## config.mk

```make
export PLATFORM = sky130hd
export DESIGN_NAME = booth_mult_seq
export DESIGN_NICKNAME = d
export VERILOG_FILES = /design/src/rtl/booth_pkg.sv /design/src/rtl/booth_r4_pp_gen.sv /design/src/rtl/booth_mult_seq.sv
export SDC_FILE = /design/constraint.sdc
export NUM_CORES = 1
export LEC_CHECK = 0
export CAP_MARGIN = 20
export CORE_ASPECT_RATIO = 1.75
export CORE_MARGIN = 2
export CORE_UTILIZATION = 52
export DETAILED_ROUTE_END_ITERATION = 12
export GPL_TIMING_DRIVEN = 0
export PLACE_DENSITY = 0.74
export SKIP_CTS_REPAIR_TIMING = 1
export SLEW_MARGIN = 20
export SYNTH_ARGS = -nofsm -noshare
export SYNTH_HDL_FRONTEND = slang
export SYNTH_SLANG_ARGS = --single-unit
export TNS_END_PERCENT = 100
```

## constraint.sdc

```tcl
create_clock -name clk -period 6.3 [get_ports clk]
set_input_delay 0.945 -clock clk [delete_from_list [all_inputs] [get_ports clk]]
set_output_delay 0.945 -clock clk [all_outputs]
set_load 0.1 [all_outputs]
```

## src/rtl/booth_pkg.sv

```systemverilog
// Shared types and Booth recoding helpers for the radix-4 multiplier family.
package booth_pkg;

  typedef enum logic [1:0] {IDLE, BUSY, DONE} state_t;

  localparam logic signed [2:0] DIG_ZERO = 3'sd0;
  localparam logic signed [2:0] DIG_P1   = 3'sd1;
  localparam logic signed [2:0] DIG_P2   = 3'sd2;
  localparam logic signed [2:0] DIG_M1   = -3'sd1;
  localparam logic signed [2:0] DIG_M2   = -3'sd2;

  // group is {y[2k+1], y[2k], y[2k-1]}
  function automatic logic signed [2:0] booth_digit(input logic [2:0] group);
    case (group)
      3'b001, 3'b010: booth_digit = DIG_P1;
      3'b011:         booth_digit = DIG_P2;
      3'b100:         booth_digit = DIG_M2;
      3'b101, 3'b110: booth_digit = DIG_M1;
      default:        booth_digit = DIG_ZERO;
    endcase
  endfunction

endpackage

```

## src/rtl/booth_r4_pp_gen.sv

```systemverilog
// Radix-4 Booth partial product: digit(group) * x_ext, exact in WIDTH+3 signed bits.
module booth_r4_pp_gen
  import booth_pkg::*;
#(
  parameter int WIDTH = 12
) (
  input  logic        [2:0]       group,
  input  logic signed [WIDTH+1:0] x_ext,
  output logic signed [WIDTH+2:0] pp
);

  logic signed [WIDTH+2:0] x_sx;
  logic signed [2:0]       digit;

  always_comb begin
    x_sx  = {x_ext[WIDTH+1], x_ext};
    digit = booth_digit(group);
    case (digit)
      DIG_P1:  pp = x_sx;
      DIG_P2:  pp = x_sx <<< 1;
      DIG_M1:  pp = -x_sx;
      DIG_M2:  pp = -(x_sx <<< 1);
      default: pp = '0;
    endcase
  end

endmodule

```

## src/rtl/booth_mult_seq.sv

```systemverilog
// Iterative radix-4 Booth multiplier, one digit per clock, valid/ready on both sides.
//   state | meaning
//   IDLE  | waiting for operands, in_ready=1
//   BUSY  | accumulating one Booth digit per edge
//   DONE  | product held on p until out_ready
module booth_mult_seq
  import booth_pkg::*;
#(
  parameter int WIDTH = 12
) (
  input  logic                 clk,
  input  logic                 rst,
  input  logic                 in_valid,
  output logic                 in_ready,
  input  logic                 is_signed,
  input  logic [WIDTH-1:0]     x,
  input  logic [WIDTH-1:0]     y,
  output logic                 out_valid,
  input  logic                 out_ready,
  output logic [2*WIDTH-1:0]   p,
  output logic                 busy
);

  localparam int N  = (WIDTH + 2) / 2;
  localparam int CW = $clog2(N);
  localparam int XW = WIDTH + 2;
  localparam int AW = 2 * WIDTH + 4;

  if ((WIDTH % 2) != 0 || WIDTH < 4) begin : g_width_chk
    $error("booth_mult_seq: WIDTH must be even and >= 4");
  end

  state_t                state_q, state_d;
  logic [CW-1:0]         cnt_q, cnt_d;
  logic signed [XW-1:0]  x_q, x_d;
  logic [XW-1:0]         y_q, y_d;
  logic signed [AW-1:0]  acc_q, acc_d;
  logic [2*WIDTH-1:0]    p_q, p_d;
  logic                  out_valid_q, out_valid_d;

  logic [XW:0]           y_pad;
  logic [2:0]            group;
  logic signed [XW:0]    pp;
  logic signed [AW-1:0]  pp_ext;
  logic signed [AW-1:0]  acc_next;
  logic                  accept;

  // y_pad supplies the implicit y[-1] = 0 below bit 0
  assign y_pad    = {y_q, 1'b0};
  assign group    = y_pad[{cnt_q, 1'b0} +: 3];
  assign pp_ext   = {{(AW-XW-1){pp[XW]}}, pp};
  assign acc_next = acc_q + (pp_ext <<< {cnt_q, 1'b0});

  booth_r4_pp_gen #(.WIDTH(WIDTH)) u_pp_gen (
    .group (group),
    .x_ext (x_q),
    .pp    (pp)
  );

  assign in_ready  = (state_q == IDLE) || ((state_q == DONE) && out_ready);
  assign accept    = in_valid && in_ready;
  assign busy      = (state_q == BUSY);
  assign out_valid = out_valid_q;
  assign p         = p_q;

  always_comb begin
    state_d     = state_q;
    cnt_d       = cnt_q;
    x_d         = x_q;
    y_d         = y_q;
    acc_d       = acc_q;
    p_d         = p_q;
    out_valid_d = out_valid_q;
    case (state_q)
      IDLE: ;
      BUSY: begin
        acc_d = acc_next;
        if (cnt_q == CW'(N - 1)) begin
          p_d         = acc_next[2*WIDTH-1:0];
          out_valid_d = 1'b1;
          state_d     = DONE;
        end else begin
          cnt_d = cnt_q + CW'(1);
        end
      end
      DONE: begin
        if (out_ready) begin
          out_valid_d = 1'b0;
          state_d     = IDLE;
        end
      end
      default: state_d = IDLE;
    endcase
    // accept only happens in IDLE or a consumed DONE, so it overrides the above
    if (accept) begin
      x_d         = {{2{is_signed & x[WIDTH-1]}}, x};
      y_d         = {{2{is_signed & y[WIDTH-1]}}, y};
      acc_d       = '0;
      cnt_d       = '0;
      out_valid_d = 1'b0;
      state_d     = BUSY;
    end
  end

  always_ff @(posedge clk or posedge rst) begin
    if (rst) begin
      state_q     <= IDLE;
      cnt_q       <= '0;
      x_q         <= '0;
      y_q         <= '0;
      acc_q       <= '0;
      p_q         <= '0;
      out_valid_q <= 1'b0;
    end else begin
      state_q     <= state_d;
      cnt_q       <= cnt_d;
      x_q         <= x_d;
      y_q         <= y_d;
      acc_q       <= acc_d;
      p_q         <= p_d;
      out_valid_q <= out_valid_d;
    end
  end

endmodule

```

# After elaboration in Yosys (flattened, before gate mapping)
# Index checks and enable logic that the tools add are counted.
dict set report word_totals {
  register_bits 84
  in_bits 29
  wordCells 59
}
dict set report op_classes {
  n_addsub 4
  n_eq_ne 17
  shifts 2
  mux 15
  n_bitwise 2
  reduce_logical 12
}
# operator count
set op_table {}
lappend op_table {{15-bit case mux with 4 select lines} 1}
lappend op_table {{28-bit two-way mux} 2}
lappend op_table {{28-bit adder} 1}
lappend op_table {{15-bit by 4-bit <<< shifter with 28-bit output} 1}
lappend op_table {{3-bit equality test (second input constant)} 6}
lappend op_table {{13-bit negator with 15-bit output} 1}
lappend op_table {{14-bit negator with 15-bit output} 1}
lappend op_table {{15-bit by 5-bit variable part select with 3-bit output} 1}
lappend op_table {{3-bit case mux with 4 select lines} 1}
lappend op_table {{3-bit by 2-bit equality test with 1-bit output (second input constant)} 3}
lappend op_table {{3-bit two-way mux} 3}
lappend op_table {{3-bit by 1-bit equality test with 1-bit output (second input constant)} 2}
lappend op_table {{2-bit two-way mux} 3}
lappend op_table {{2-bit case mux with 3 select lines} 1}
lappend op_table {{3-bit AND reduction} 2}
lappend op_table {{2-bit != test (second input constant)} 2}
lappend op_table {{2-bit AND reduction} 2}
lappend op_table {{2-bit OR reduction} 2}
lappend op_table {{3-bit by 1-bit adder with 3-bit output (second input constant)} 1}
lappend op_table {{1-bit two-way mux} 3}
lappend op_table {{3-bit by 1-bit != test with 1-bit output (second input constant)} 1}
lappend op_table {{3-bit != test (second input constant)} 1}
lappend op_table {{3-bit nonzero test} 1}
lappend op_table {{1-bit bitwise AND} 2}
lappend op_table {{7 further kinds} 8}

# Longest topological paths before layout
# Gate-level depths: netlist (run 1).
dict set report depth {
  depth_word 10
  ltp_mapped 22
  depth_no_buf 21
}

# By module
# A second synthesis (run 1) with hierarchy kept.
dict set report unflattened {
  cells_unflattened 710
  hier_area_um2 5809.3
}
# mod n_inst cells_each area_each_um2 seq_area_each_um2
set modules_own_cells {}
lappend modules_own_cells {booth_mult_seq 1 562 4835.9 2001.9}
lappend modules_own_cells {booth_r4_pp_gen 1 148 973.4 0.0}

# Least setup slack after synthesis (run 1)
# No wires, ideal clock.
dict set report synth_timing {
  path_kind {reg-to-reg}
  start {register cnt_q[0]}
  end {register p_q[22] (netlist: p[22])}
  arrival_time_ns 4.624
  required_ns 6.205
  setup_slack_ns 1.580
  path_stages_with_launch 23
  path_buffers 3
  period_less_slack_ns 4.720
  cell_sequence {dfrtp_1 > buf_6 > buf_6 > nand3b_1 > o211a_1 > nor2_1 > clkbuf_1 > nand2_1 > xnor2_1 > a221o_1 > a21o_1 > mux2i_1 > o21ai_0 > ha_1 > and4_1 > nand3_1 > nor3_1 > nand2b_1 > o31a_1 > o31ai_1 > a211oi_1 > o21a_1 > o31ai_1}
}
dict set report synth_via {
  elab_chain_len 8
  word_cells_on_any_way 19
}
# item line_no
set synth_rtl {}
lappend synth_rtl {{start, declared} booth_mult_seq.sv:34} ;# logic [CW-1:0] cnt_q, cnt_d;
lappend synth_rtl {{start signal, assigned} booth_mult_seq.sv:116} ;# cnt_q <= cnt_d;
lappend synth_rtl {{15-bit by 5-bit variable part select with 3-bit output} booth_mult_seq.sv:50} ;# assign group = y_pad[{cnt_q, 1'b0} +: 3];
lappend synth_rtl {{3-bit equality test (tied with other cells)} booth_pkg.sv:14} ;# case (group)
lappend synth_rtl {{2-bit OR reduction} booth_pkg.sv:14}
lappend synth_rtl {{3-bit case mux with 4 select lines} booth_pkg.sv:14}
lappend synth_rtl {{3-bit equality test (tied with other cells)} booth_r4_pp_gen.sv:18} ;# case (digit)
lappend synth_rtl {{15-bit case mux with 4 select lines} booth_r4_pp_gen.sv:18}
lappend synth_rtl {{15-bit by 4-bit <<< shifter with 28-bit output} booth_mult_seq.sv:52} ;# assign acc_next = acc_q + (pp_ext <<< {cnt_q, 1'b0});
lappend synth_rtl {{28-bit adder} booth_mult_seq.sv:52}
lappend synth_rtl {{end signal, assigned} booth_mult_seq.sv:120} ;# p_q <= p_d;
lappend synth_rtl {{end, declared} booth_mult_seq.sv:38} ;# logic [2*WIDTH-1:0] p_q, p_d;
# Several ways; a longest one is shown, not always the timed one.
# A chain may end at the register's enable or synchronous reset.

# Worst setup path in the final report (run 1)
dict set report layout_timing {
  start {register cnt_q[0]}
  end {register acc_q[23]}
}
dict set report layout_via {
  elab_chain_len 10
  word_cells_on_any_way 19
}
# item line_no
set layout_rtl {}
lappend layout_rtl {{15-bit by 5-bit variable part select with 3-bit output} booth_mult_seq.sv:50}
lappend layout_rtl {{3-bit equality test (tied with other cells)} booth_pkg.sv:14}
lappend layout_rtl {{2-bit OR reduction} booth_pkg.sv:14}
lappend layout_rtl {{3-bit case mux with 4 select lines} booth_pkg.sv:14}
lappend layout_rtl {{3-bit equality test (tied with other cells)} booth_r4_pp_gen.sv:18}
lappend layout_rtl {{15-bit case mux with 4 select lines} booth_r4_pp_gen.sv:18}
lappend layout_rtl {{15-bit by 4-bit <<< shifter with 28-bit output (*)} booth_mult_seq.sv:52}
lappend layout_rtl {{28-bit adder (*)} booth_mult_seq.sv:52}
lappend layout_rtl {{28-bit two-way mux (*)} booth_mult_seq.sv:74} ;# case (state_q)
lappend layout_rtl {{28-bit two-way mux (*)} booth_mult_seq.sv:95} ;# if (accept) begin
lappend layout_rtl {{end signal, assigned} booth_mult_seq.sv:111} ;# acc_q <= '0;
lappend layout_rtl {{end signal, assigned} booth_mult_seq.sv:119} ;# acc_q <= acc_d;
lappend layout_rtl {{end, declared} booth_mult_seq.sv:37} ;# logic signed [AW-1:0] acc_q, acc_d;
# Every way passes the cells marked *; elsewhere a longest branch is shown, timed or not. The select of a mux whose other input is x is not followed.

==> results.md, run 1 <==
* Pin count of the biggest net entering global routing at 50
* Worst slew pin tran at approximately 1000 ps
* ANT nets after route at 0
* Ys flop type: dfrtp_1
* Max Buffers Root-to-Sink at 2
* Initial antenna violation count at 0
* Number of DRC markers in iteration 0 at ~300
* Cell variety after synth at a little under 70
* Crit-path leading delay family: compound AO/OA/AOI/OAI gates
* Die Y at ~140 um
* Status: complete, no violations
* Worst slew margin at 0.320
* Mapped Area at approximately 0.0058 mm^2
* Die Wd at around 84 um
* Worst path required time at between 6000 and 7000 ps
* Clock transition at the registers of the reported paths at about 70 ps
* Worst Hold Class: reg -> reg
* First-pass GRT wire length at 29.1 mm
* Synthesized flop and latch total at 80
* Initial core utilization at 0.529
* Maxcap violations at 0
* Clk sinks at 80
* Min Tclk post-route at 5940 ps
* Post-Synthesis Net Count at 757
* CTS tree: built
* Fin Setup TNS at 0 ps
* Drt wl/cell at 20.2 um
* Number of synthesized flops with an enable pin at 0
* Root Driver: clkbuf_16
* Reg area at approximately 0.0020 mm^2
* Unrepaired setup endpoints after global routing: false
* Site Rows at between 50 and 60
* Antenna diode count at 0
* Sequential fraction of the synthesis area at 0.343
* Core Region at about 0.011 mm^2
* Worst Setup End Kind: register
* Die footprint at roughly 0.012 mm^2
* Critical-path cell list: mux2_2 > mux4_2 > a21oi_1 > nand2_1 > o21ai_0 > a2bb2oi_1 > mux2i_1 > mux2i_1 > o21ai_0 > ha_1 > and4_1 > and2_1 > a22o_1 > o21ai_0 > a31oi_1 > o41ai_1 > nand2_1 > mux2i_1 > mux2i_1
* Final Setup Violations at 0
* Layout overhead on the synthesized area at 18.5%
* CP max FO at 6
* Total GRT Usage at 0.309
* Vias post-DR at around 5,600
* Via/cell ratio at 6.16
* Synth top area share at 0.343
* F_max at 0.168 GHz
* Synth top area cells: dfrtp_1, nand2_1, o21ai_0, ha_1, a21oi_1
* CP dominant cell by count: mux2i_1
* Placer Congestion at 0.933
* Synth warn at 0
* Remaining DRCs at 0
* Type of origin of the critical path: register
* Kind of critical path: reg -> reg
* Vias in the first global route at 5,689
* Area of the multi-input gates at between 0.003 and 0.004 mm^2
* Worst skew pair latency at 350 ps
* Final Hold Fails at 0
* Nets@finish at 823
* Most frequent cell after synthesis: nand2_1
* Fin. max-slew vios at 0
* Grt ovf at 0
* Syn avg cell area at 8.34 um^2
* Worst path bufs/invs at 0
* Final wirelength at around 18 mm
* Post-Synthesis Cells at 701
* Ports at 56
* Crit-path slowest cell: mux4_2
* Async SR Flop Fraction at 1.00
* Inserted Clock Buffers at 9
* HPWL Detailed at roughly 14 mm
* Most instantiated cells after synthesis: nand2_1, dfrtp_1, o21ai_0
* Fillers at 1,016
* Pre-antenna DRT Iters at 5
* Port Buffers at 55
* Clock Skew at 9.69 ps
* Fin crit share at 0.943
* Crit-path max cell delay at ~560 ps
* H-tree depth at 3
* Share of post-route cells with drive strength above 1 at 0.0661
* Area leader, netlist: dfrtp_1
* Arr. time, crit path at a little over 6000 ps
cell type report:
type                    count  share of cell area
clock inverters             7              0.0155
repair buffers             56              0.0835
flip-flops and latches     80               0.289
multi-input cells         568               0.524
plain buffers              39              0.0242
well taps                 132              0.0238
clock buffers               9              0.0325
inverters                  13             0.00741
worst paths after layout:
path                                           start                     to  slack [ps]  depth (start not counted)
worst max-delay path            cnt_q[0]$_DFFE_PP0P_  acc_q[23]$_DFFE_PP0P_         360                         19
worst min-delay path              y_q[4]$_DFFE_PP0P_     y_q[4]$_DFFE_PP0P_         480                          2
worst max register to register  cnt_q[0]$_DFFE_PP0P_  acc_q[23]$_DFFE_PP0P_         360                         19
worst min register to register    y_q[4]$_DFFE_PP0P_     y_q[4]$_DFFE_PP0P_         480                          2
max in group asynchronous                        rst      p[12]$_DFFE_PP0P_        4730                          3
min in group asynchronous                        rst  acc_q[23]$_DFFE_PP0P_         970                          2
stage by stage:
stage | util | cells | hold WS (ps) | setup slack (ps) | area (um^2)
global route | 0.627 | 904 | 511 | 36.5 | 6930
finish | 0.627 | 904 | 479 | 360 | 6930
CTS | 0.627 | 905 | 480 | 197 | 6920
detailed placement | 0.597 | 889 | 464 | 207 | 6590
floorplan | - | 701 | 440 | 1580 | 5840
global placement | 0.594 | 888 | 459 | 342 | 6560
worst register-to-register path: cells and delay by family (launching register included):
| kind | cells | cell delay, ps |
|---|---|---|
| and+or+nand+nor | 4 | 710 |
| adders and majority gates | 1 | 370 |
| muxes | 6 | 1860 |
| AOI/OAI and AO/OA | 8 | 2410 |
| DFF | 1 | 500 |
registers in the layout (all words and copies together), names as in the netlist:
register / cells
y_q: 13
state_q: 2
out_valid: 1
cnt_q: 3
x_q: 13
acc_q: 24
p: 24
kinds of logic (layout without fill, tap and decap cells):
| family | Yosys count | after routing | share of synthesized area |
|---|---|---|---|
| buffers and inverters | 53 | 124 | 0.0373 |
| AND/OR/NAND/NOR | 271 | 271 | 0.219 |
| XOR/XNOR | 33 | 33 | 0.0518 |
| multiplexers | 38 | 38 | 0.0741 |
| flip-flops | 80 | 80 | 0.343 |
| adder cells (fa/ha/maj) | 27 | 27 | 0.0591 |
| AO/OA/AOI/OAI | 199 | 199 | 0.216 |
layout by cell type (no fill, tap or decap), types with 3 or more instances in the layout:
master             n
nor3_1            16
nand2b_1          10
clkbuf_1          29
and3_1             3
a31oi_1            3
o21a_1             8
xor2_1            10
and2_1             9
nor4_1             4
o31ai_1            6
a211oi_1           6
buf_1              3
and4_1             3
a21o_1            12
a211o_1            3
buf_2              3
clkdlybuf4s50_1   55
nor2b_1            3
nor3b_1            3
a22oi_1            5
mux2i_1           23
nor2_1            37
or3_1              7
dfrtp_1           80
xnor2_1           22
o21ai_0           69
nand3_1           41
nand2_1          121
o22ai_1            5
a221oi_1           4
mux4_2             3
nand4_1            3
mux2_2            12
clkbuf_16          9
a21oi_1           48
ha_1              26
inv_1             11
metal layers:
layer	GRT usage	routed length, um
met1	0.323	6770
met2	0.594	10000
met4	0.162	886
met5	0	0
met3	0.0377	552
Power of run 1 is not shown: default switching activity piles up to over one toggle a cycle in this logic, so the estimate is an artifact.
==> inputs of run 2 (changes only) <==
--- a/config.mk
+++ b/config.mk
@@ -9,6 +9,7 @@
 export CORE_ASPECT_RATIO = 1.75
 export CORE_MARGIN = 2
 export CORE_UTILIZATION = 52
+export CTS_BUF_LIST = sky130_fd_sc_hd__clkbuf_4
 export DETAILED_ROUTE_END_ITERATION = 12
 export GPL_TIMING_DRIVEN = 0
 export PLACE_DENSITY = 0.74
==> run 2 against run 1 <==
Global-route usage is essentially flat. Clock skew up 13 ps. Final cell count increased by 0.22%. Non-clock buffer count is 1 higher. Register-to-register slack barely moved. Routed wire length is 0.17% higher. Worst setup slack got worse by 15 ps. Count of clock-buffer cells in the layout stayed put. Hold slack gained 17 ps. First-iteration DRC count increased by 6.6%. Largest cell class unchanged.
==> results.md, run 2 (synthesis results as in run 1) <==
* Inserted Clock Buffers at 9 (unchanged)
* Die Y at 144 um (unchanged)
* H-tree depth at 3 (unchanged)
* Share of post-route cells with drive strength above 1 at 0.0660 (was 0.0661)
* Most common cell after layout, fill and taps aside: nand2_1 (unchanged)
* Drt wl/cell at 20.1 um (was 20.2 um)
* Die Wd at 84.1 um (unchanged)
* Nets@finish at 824 (was 823)
* HPWL Detailed at 14.2 mm (unchanged)
* Number of DRC markers in iteration 0 at 322 (was 302)
* Worst Hold Class: reg -> reg (unchanged)
* Fin. max-slew vios at 0 (unchanged)
* Remaining DRCs at 0 (unchanged)
* First-pass GRT wire length at 29.0 mm (was 29.1 mm)
* Layout overhead on the synthesized area at 16.0% (was 18.5%)
* Post-placement cell count at 889 (unchanged)
* Die footprint at 0.0121 mm^2 (unchanged)
* Final Hold Fails at 0 (unchanged)
* F_max at 0.168 GHz (about the same)
* Reg2reg start: cnt_q[2]$_DFFE_PP0P_ (was cnt_q[0]$_DFFE_PP0P_)
* Worst slew pin tran at 1020 ps (about the same)
* Max Buffers Root-to-Sink at 2 (unchanged)
* Pre-antenna DRT Iters at 5 (unchanged)
* Final wirelength at 18.3 mm (was 18.2 mm)
* Ports at 56 (unchanged)
* Worst setup path start: cnt_q[2]$_DFFE_PP0P_ (was cnt_q[0]$_DFFE_PP0P_)
* Unrepaired setup endpoints after global routing: false (unchanged)
* Initial antenna violation count at 1 (was 0)
* Status: complete, no violations (unchanged)
* Clock Skew at 22.5 ps (was 9.69 ps)
* Kind of critical path: reg -> reg (unchanged)
* Pin count of the biggest net entering global routing at 50 (unchanged)
* Worst Setup End Kind: register (unchanged)
* Maxcap violations at 0 (unchanged)
* Fin Setup TNS at 0 ps (unchanged)
* Port Buffers at 55 (unchanged)
* Placer Congestion at 0.933 (unchanged)
* RR Endpoint: acc_q[23]$_DFFE_PP0P_ (unchanged)
* Min Tclk post-route at 5960 ps (was 5940 ps)
* Fillers at 1,035 (was 1,016)
* Type of origin of the critical path: register (unchanged)
* Initial core utilization at 0.529 (unchanged)
* Crit-path max cell delay at 460 ps (was 560 ps)
* Root Driver: clkbuf_4 (was clkbuf_16)
* Worst skew pair latency at 500 ps (was 350 ps)
* Arr. time, crit path at 6380 ps (was 6200 ps)
* Flop2flop setup slack at 340 ps (was 360 ps)
* ANT nets after route at 0 (unchanged)
* Final Setup Violations at 0 (unchanged)
* R2R depth at 20 (was 19)
* Clk sinks at 80 (unchanged)
* Non-filler cells, final at 906 (was 904)
* Reg area at 0.00200 mm^2 (unchanged)
* Critical-path cell list: clkbuf_1 > inv_1 > mux4_2 > a21oi_1 > nand2_1 > o21ai_0 > a2bb2oi_1 > mux2i_1 > mux2i_1 > o21ai_0 > ha_1 > and4_1 > and2_1 > a22o_1 > o21ai_0 > a31oi_1 > o41ai_1 > nand2_1 > mux2i_1 > mux2i_1 (was mux2_2 > mux4_2 > a21oi_1 > nand2_1 > o21ai_0 > a2bb2oi_1 > mux2i_1 > mux2i_1 > o21ai_0 > ha_1 > and4_1 > and2_1 > a22o_1 > o21ai_0 > a31oi_1 > o41ai_1 > nand2_1 > mux2i_1 > mux2i_1)
* Most frequent cells in the layout: nand2_1, dfrtp_1, o21ai_0 (unchanged)
* Via/cell ratio at 6.17 (was 6.16)
* CP max FO at 10 (was 6)
* Worst slew margin at 0.316 (was 0.320)
* Area of the multi-input gates at 0.00363 mm^2 (unchanged)
* Clock transition at the registers of the reported paths at 160 ps (was 70 ps)
* Vias in the first global route at 5,650 (was 5,689)
* Fin crit share at 0.945 (was 0.943)
* Critical path endpoint: acc_q[23]$_DFFE_PP0P_ (unchanged)
* Core Region at 0.0110 mm^2 (unchanged)
* Total GRT Usage at 0.309 (about the same)
* Worst path required time at 6730 ps (was 6560 ps)
* CP dominant cell by count: mux2i_1 (unchanged)
* Grt ovf at 0 (unchanged)
* Site Rows at 51 (unchanged)
* Vias post-DR at 5,590 (was 5,566)
* CTS tree: built (unchanged)
* Crit-path slowest cell: a21oi_1 (was mux4_2)
==> run 2: cell types whose count changed in the layout (fill, tap and decap cells not counted), sizes merged <==
cell    previous run  this run
diode              0         1
clkbuf            40        41
==> run 2: worst min path at each step <==
stage               slack [ps]                    end  cells after the start             startpoint
floorplan                  440     y_q[6]$_DFFE_PP0P_                      2     y_q[6]$_DFFE_PP0P_
global route               530      p[15]$_DFFE_PP0P_                      2      p[15]$_DFFE_PP0P_
detailed placement         460     y_q[4]$_DFFE_PP0P_                      2     y_q[4]$_DFFE_PP0P_
CTS                        500     y_q[4]$_DFFE_PP0P_                      2     y_q[4]$_DFFE_PP0P_
global placement           460  out_valid$_DFFE_PP0P_                      2  out_valid$_DFFE_PP0P_
finish                     500     y_q[4]$_DFFE_PP0P_                      2     y_q[4]$_DFFE_PP0P_
==> run 2: through the flow <==
step                setup WS, ps   util  cell area (um^2)  hold slack [ps]
floorplan                   1580      -              5840              440
global placement             342  0.594              6560              459
detailed placement           207  0.597              6590              464
CTS                          206  0.613              6760              497
global route                9.51  0.614              6780              529
finish                       345  0.614              6780              497
==> run 2: critical path: cells and delay by family (launching register included) <==
family | cells | cell delay (ps)
flip-flops | 1 | 360
multiplexers | 5 | 1380
adder cells (fa/ha/maj) | 1 | 370
AND/OR/NAND/NOR | 4 | 700
AO/OA/AOI/OAI | 8 | 2410
buffers and inverters | 2 | 650
==> run 2: routing by layer <==
layer / wire length (um) / track usage
met4: 863 / 0.172
met3: 584 / 0.0354
met2: 10100 / 0.594
met5: 0 / 0
met1: 6680 / 0.320
==> run 2: area by class of cell <==
type | instances | area share
diodes | 1 | 0.000369
plain buffers | 40 | 0.0253
repair buffers | 56 | 0.0853
inverters | 13 | 0.00757
clock inverters | 7 | 0.0159
clock buffers | 9 | 0.00997
well taps | 132 | 0.0244
multi-input cells | 568 | 0.536
flip-flops and latches | 80 | 0.295
Power of run 2 is left out for the same reason.
==> inputs of run 3 (changes only) <==
--- a/config.mk
+++ b/config.mk
@@ -5,7 +5,7 @@
 export SDC_FILE = /design/constraint.sdc
 export NUM_CORES = 1
 export LEC_CHECK = 0
-export CAP_MARGIN = 20
+export CAP_MARGIN = 0
 export CORE_ASPECT_RATIO = 1.75
 export CORE_MARGIN = 2
 export CORE_UTILIZATION = 52
==> results of run 3 <==
No change in the layout: final DEF, timing and power equal those of run 2.
Power of run 3 is left out for the same reason.
